## src/rtl/imem_loader.sv

```systemverilog
// imem_loader: packs a valid/ready byte stream into little-endian 32-bit
// words and writes them to instruction memory from BASE_ADDR upward.
//
// Ports:
//   clk, rst      clock; synchronous active-high reset
//   start         begin a load (only honoured in IDLE)
//   len_words     words to load, clamped to DEPTH_WORDS, latched on start
//   byte_valid    byte_data holds a valid byte
//   byte_data     stream byte; first byte of a word lands in [7:0]
//   byte_ready    loader accepts a byte (transfer = byte_valid & byte_ready)
//   mem_we        one-cycle write strobe to instruction memory
//   mem_addr      registered byte address of the write
//   mem_wdata     registered assembled word
//   busy          load in progress
//   core_hold     same as busy; keeps the pipeline in reset
//   done          one-cycle pulse at the end of a load
//   checksum      running sum of written words, or 0 (see below)
//
// Build option: define IMEM_LOADER_CHECKSUM_EN to build the checksum
// accumulator; otherwise checksum is tied to zero.

module imem_loader #(
    parameter int          DEPTH_WORDS = 1024,
    parameter logic [31:0] BASE_ADDR   = 32'h0,
    parameter int          LW          = $clog2(DEPTH_WORDS) + 1
) (
    input  logic          clk,
    input  logic          rst,
    input  logic          start,
    input  logic [LW-1:0] len_words,
    input  logic          byte_valid,
    input  logic [7:0]    byte_data,
    output logic          byte_ready,
    output logic          mem_we,
    output logic [31:0]   mem_addr,
    output logic [31:0]   mem_wdata,
    output logic          busy,
    output logic          core_hold,
    output logic          done,
    output logic [31:0]   checksum
);

    typedef enum logic [1:0] {
        S_IDLE,
        S_COLLECT,
        S_WRITE,
        S_DONE
    } state_t;

    localparam logic [LW-1:0] DepthC = LW'(DEPTH_WORDS);

    state_t        state_q, state_d;
    logic [LW-1:0] len_q, len_d;
    logic [LW-1:0] word_idx_q, word_idx_d;
    logic [1:0]    byte_idx_q, byte_idx_d;
    logic [31:0]   buf_q, buf_d;
    logic [31:0]   addr_q, addr_d;
    logic [31:0]   wdata_q, wdata_d;

    logic [LW-1:0] len_clamp;
    logic [LW-1:0] word_idx_inc;
    logic [31:0]   word_off;

    assign len_clamp    = (len_words > DepthC) ? DepthC : len_words;
    assign word_idx_inc = word_idx_q + 1'b1;
    assign word_off     = 32'(word_idx_q) << 2;

    always_ff @(posedge clk) begin
        if (rst) begin
            state_q    <= S_IDLE;
            len_q      <= '0;
            word_idx_q <= '0;
            byte_idx_q <= '0;
            buf_q      <= '0;
            addr_q     <= BASE_ADDR;
            wdata_q    <= '0;
        end else begin
            state_q    <= state_d;
            len_q      <= len_d;
            word_idx_q <= word_idx_d;
            byte_idx_q <= byte_idx_d;
            buf_q      <= buf_d;
            addr_q     <= addr_d;
            wdata_q    <= wdata_d;
        end
    end

    always_comb begin
        state_d    = state_q;
        len_d      = len_q;
        word_idx_d = word_idx_q;
        byte_idx_d = byte_idx_q;
        buf_d      = buf_q;
        addr_d     = addr_q;
        wdata_d    = wdata_q;

        unique case (state_q)
            S_IDLE: begin
                if (start) begin
                    len_d      = len_clamp;
                    word_idx_d = '0;
                    byte_idx_d = '0;
                    buf_d      = '0;
                    state_d    = (len_clamp == '0) ? S_DONE : S_COLLECT;
                end
            end
            S_COLLECT: begin
                // byte_ready is high here, so byte_valid alone is a transfer
                if (byte_valid) begin
                    buf_d[8*byte_idx_q +: 8] = byte_data;
                    byte_idx_d = byte_idx_q + 2'd1;
                    if (byte_idx_q == 2'd3) begin
                        // Load the output registers now so the word is
                        // presented during the single WRITE cycle.
                        state_d = S_WRITE;
                        addr_d  = BASE_ADDR + word_off;
                        wdata_d = {byte_data, buf_q[23:0]};
                    end
                end
            end
            S_WRITE: begin
                word_idx_d = word_idx_inc;
                state_d    = (word_idx_inc == len_q) ? S_DONE : S_COLLECT;
            end
            S_DONE: begin
                state_d = S_IDLE;
            end
            default: begin
                state_d = S_IDLE;
            end
        endcase
    end

    assign byte_ready = (state_q == S_COLLECT);
    assign mem_we     = (state_q == S_WRITE);
    assign mem_addr   = addr_q;
    assign mem_wdata  = wdata_q;
    assign busy       = (state_q != S_IDLE);
    assign core_hold  = busy;
    assign done       = (state_q == S_DONE);

`ifdef IMEM_LOADER_CHECKSUM_EN
    logic [31:0] sum_q, sum_d;
    logic        sum_clr;

    assign sum_clr = (state_q == S_IDLE) && start;

    always_comb begin
        sum_d = sum_q;
        if (sum_clr) begin
            sum_d = '0;
        end else if (state_q == S_WRITE) begin
            sum_d = sum_q + wdata_q;
        end
    end

    always_ff @(posedge clk) begin
        if (rst) begin
            sum_q <= '0;
        end else begin
            sum_q <= sum_d;
        end
    end

    assign checksum = sum_q;
`else
    assign checksum = 32'h0;
`endif

endmodule
```

## config.mk

```make
export PLATFORM = sky130hd
export DESIGN_NAME = imem_loader
export DESIGN_NICKNAME = d
export VERILOG_FILES = /design/src/rtl/imem_loader.sv
export SDC_FILE = /design/constraint.sdc
export NUM_CORES = 1
export LEC_CHECK = 0
export CORE_ASPECT_RATIO = 0.8
export CORE_MARGIN = 2
export CORE_UTILIZATION = 52
export DETAILED_ROUTE_END_ITERATION = 10
export PLACE_DENSITY = 0.86
export SLEW_MARGIN = 20
export SYNTH_ARGS = -nofsm -noshare
export SYNTH_HDL_FRONTEND = slang
export SYNTH_SLANG_ARGS = --single-unit
```

## constraint.sdc

```tcl
create_clock -name clk -period 5.5 [get_ports clk]
set_clock_uncertainty 0.2 [all_clocks]
set_input_delay 0.55 -clock clk [delete_from_list [all_inputs] [get_ports clk]]
set_output_delay 0.55 -clock clk [all_outputs]
set_load 0.005 [all_outputs]
```

==> results.py <==
metrics = {
    "status": {
        "status": "complete, no violations",
    },
    "power_and_ir_drop": {
        "total_power_mw": 1.239,
        "p_int_mw": 0.8995,
        "pwr-share-comb_pct": 9.2,
        "p_clk_share_pct": 35.0,
        "switching_share_pct": 27.40,
        "ir_drop_uv": 130.5,
        "power_leakage_nw": 1.810,
        "p_sw_mw": 0.3395,
        "power.density_nw_per_um2": 242.5,
        "pwr-share-seq_pct": 55.8,
    },
    "setup_path": {
        "arrival_ps": 2140,
        "worst_ep_required_time_ps": 4750,
        "end_kind": "primary output",
        "rr_startpoint": "state_q[0]",
        "cp_max_fo": 15,
        "critPathKind": "flip-flop to primary output",
        "critPathLaunchType": "flip-flop",
        "r2r-end": "mem_wdata[16]",
        "rrSetupSlack_ps": 2900,
        "r2r_cells": 6,
    },
    "clocking": {
        "numCtsBuffers": 9,
        "h-tree-depth": 3,
        "cts_buffer_depth": 2,
        "cts_tree": "yes",
        "clock_latency_ps": 370,
        "postCtsSetupRepairBufs": 0,
        "clkTransAtPathRegs_ps": 110,
        "cts_sinks": 93,
        "cts-root-buf": "clkbuf_8",
        "cts_resized": 0,
        "postCtsHoldBufs": 0,
    },
    "synth": {
        "synthArstFlopShare_pct": 0,
        "seq_area_frac_synth_pct": 41.92,
        "netlist_instances": 559,
        "yosysWarnings": 0,
        "synthFlopType": "dfxtp_1",
        "netlist_area_um2": 4442,
        "yosysMostFrequentCell": "nand2_1",
        "synth_edf_count": 0,
        "synth.top_cell.area_share_pct": 41.92,
        "synth_area_per_cell_um2": 7.946,
        "ys_ff_latch": 93,
        "yosysUniqueCellTypes": 58,
        "synthTopCellsByCount": "nand2_1, dfxtp_1, a21oi_1",
        "yosys-top-cells-area": "dfxtp_1, buf_4, nand2_1",
        "synth_top_cell_by_area": "dfxtp_1",
    },
    "grt": {
        "antenna_found_initial": 0,
        "grt_usage_pct": 21.02,
        "grt_overflow": 0,
        "grt_pass1_vias": 3256,
        "grt_start_max_net_pins": 94,
        "grt_pass1_wl_um": 15680,
    },
    "detailed_routing": {
        "drt_iter0_markers": 224,
        "first_pass_iters": 6,
        "vias_per_cell": 5.294,
        "vias": 3812,
        "antenna_left": 0,
        "avgRoutedWirePerCell_um": 13.47,
        "route.detailed.drc": 0,
        "totalWireLength_um": 9700,
    },
    "cells_and_area": {
        "fillers": 749,
        "finalInstanceArea_um2": 5110,
        "fin_util_pct": 61.05,
        "nNetsFinal": 631,
        "area_delta_synth_final_pct": 15.04,
        "fin_cells": 720,
        "post_route_cells_drive_above_1_share_pct": 4.770,
        "seqCellArea_um2": 1862,
        "multi_input_area_um2": 2175,
        "diodes": 0,
    },
    "worst_hold_path": {
        "whs_path_depth": 2,
        "min_to": "mem_wdata[6]",
        "hold_start": "buf_q[6]",
        "hold_path.class": "flip-flop to flip-flop",
    },
    "timing": {
        "rsz0062_at_grt": "false",
        "hold_violations": 0,
        "period_needed_ps": 2894,
        "worst_pin_slew_ps": 914.9,
        "finalSetupViolations": 0,
        "period_share_pct": 52.62,
        "finalWorstSetupSlack_ps": 2606,
        "whs_ps": 248.3,
        "setup-tns-final_ps": 0,
        "slew_violations": 0,
        "slew_headroom_pct": 39.01,
        "max_freq_ghz": 0.3456,
    },
    "place": {
        "port_buffers": 70,
        "place_area_um2": 4921,
        "gp_congestion": 0.8794,
        "dpl.hpwl_um": 6978,
        "place_inst": 704,
        "dp_slack_ps": 2570,
    },
    "floorplanning": {
        "row_count": 30,
        "start_util_pct": 53.06,
        "io_pins": 124,
        "dieArea_um2": 9302,
        "die_w_um": 107.3,
        "fp.coreArea_um2": 8371,
        "die_h_um": 86.67,
    },
    "flow_run": {
        "cap_violations": 0,
    },
}
==> routing by layer <==
layer  GRT usage [%]  vias to the layer above  wire [um]
met5               0                        -          0
li1                -                     1871          -
met1           29.70                     1794       4465
met4           5.245                        0         93
met3           5.564                        9        720
met2           32.16                      138       4421
==> kinds of logic after synthesis <==
family / count (synthesis) / synth area share (%)
buffers and inverters: 99 / 13.58
XOR/XNOR: 10 / 2.141
multiplexers: 2 / 0.4789
flip-flops: 93 / 41.92
AND/OR/NAND/NOR: 223 / 23.52
AO/OA/AOI/OAI: 126 / 16.87
adder cells (fa/ha/maj): 5 / 1.408
other: 1 / 0.08443
==> flip-flops by register name (all words and copies together), names as in the netlist <==
| register | count |
|---|---|
| mem_addr | 11 |
| byte_idx_q | 2 |
| len_q | 11 |
| buf_q | 24 |
| word_idx_q | 11 |
| mem_wdata | 32 |
| state_q | 2 |
==> how the worst max path moves through the flow <==
| stage | slack [ps] | end | from | depth (start not counted) |
|---|---|---|---|---|
| 6_report | 2610 | mem_we | state_q[0] | 3 |
| 5_1_grt | 2470 | mem_we | state_q[0] | 3 |
| 4_1_cts | 2630 | mem_we | state_q[0] | 3 |
| 3_5_place_dp | 2570 | buf_q[7] | start | 6 |
| 3_3_place_gp | 2630 | buf_q[2] | start | 6 |
| 2_1_floorplan | 3510 | state_q[1] | word_idx_q[7] | 6 |
==> critical path, cell delays in order, from the launching register on <==
cell and delay, ps:
dfxtp_1 560, nand2b_1 500, inv_2 220, clkdlybuf4s50_1 490
==> power groups by stage <==
stage	Combinational (mW)	Sequential, mW	Clock, mW
finish	0.114	0.691	0.434
global placement	0.109	0.706	0
detailed placement	0.112	0.706	0
floorplan	0.107	0.701	0
global route	0.127	0.692	0.477
CTS	0.113	0.691	0.444
==> layout make-up <==
| class | instances | area share (%) |
|---|---|---|
| tap | 112 | 2.742 |
| multi-input combinational | 419 | 42.56 |
| sequential | 93 | 36.43 |
| inverter | 7 | 0.5142 |
| timing repair buffer | 73 | 14.05 |
| clock buffer | 9 | 2.424 |
| clock inverter | 7 | 1.273 |
==> placed cells by master (no fill, tap or decap), drive strengths merged, types with 2 or more instances in the layout <==
cell type and n:
or2 2, nand2b 3, nand4 3, a21o 3
xnor2 7, nor4 3, o21ai 12, nor2 47
or4 2, clkdlybuf4s50 69, clkinv 3, a21oi 78
clkbuf 9, a22oi 16, inv 10, and2 5
nand4b 2, or3 3, a2111oi 2, nand3b 2
dfxtp 93, buf 4, nand3 21, nor3b 11
a21boi 3, and4 3, nor3 2, nand2 107
conb 53, ha 5, xor2 3, nor4b 2
and3 2
(Power assumes the default switching activity.)
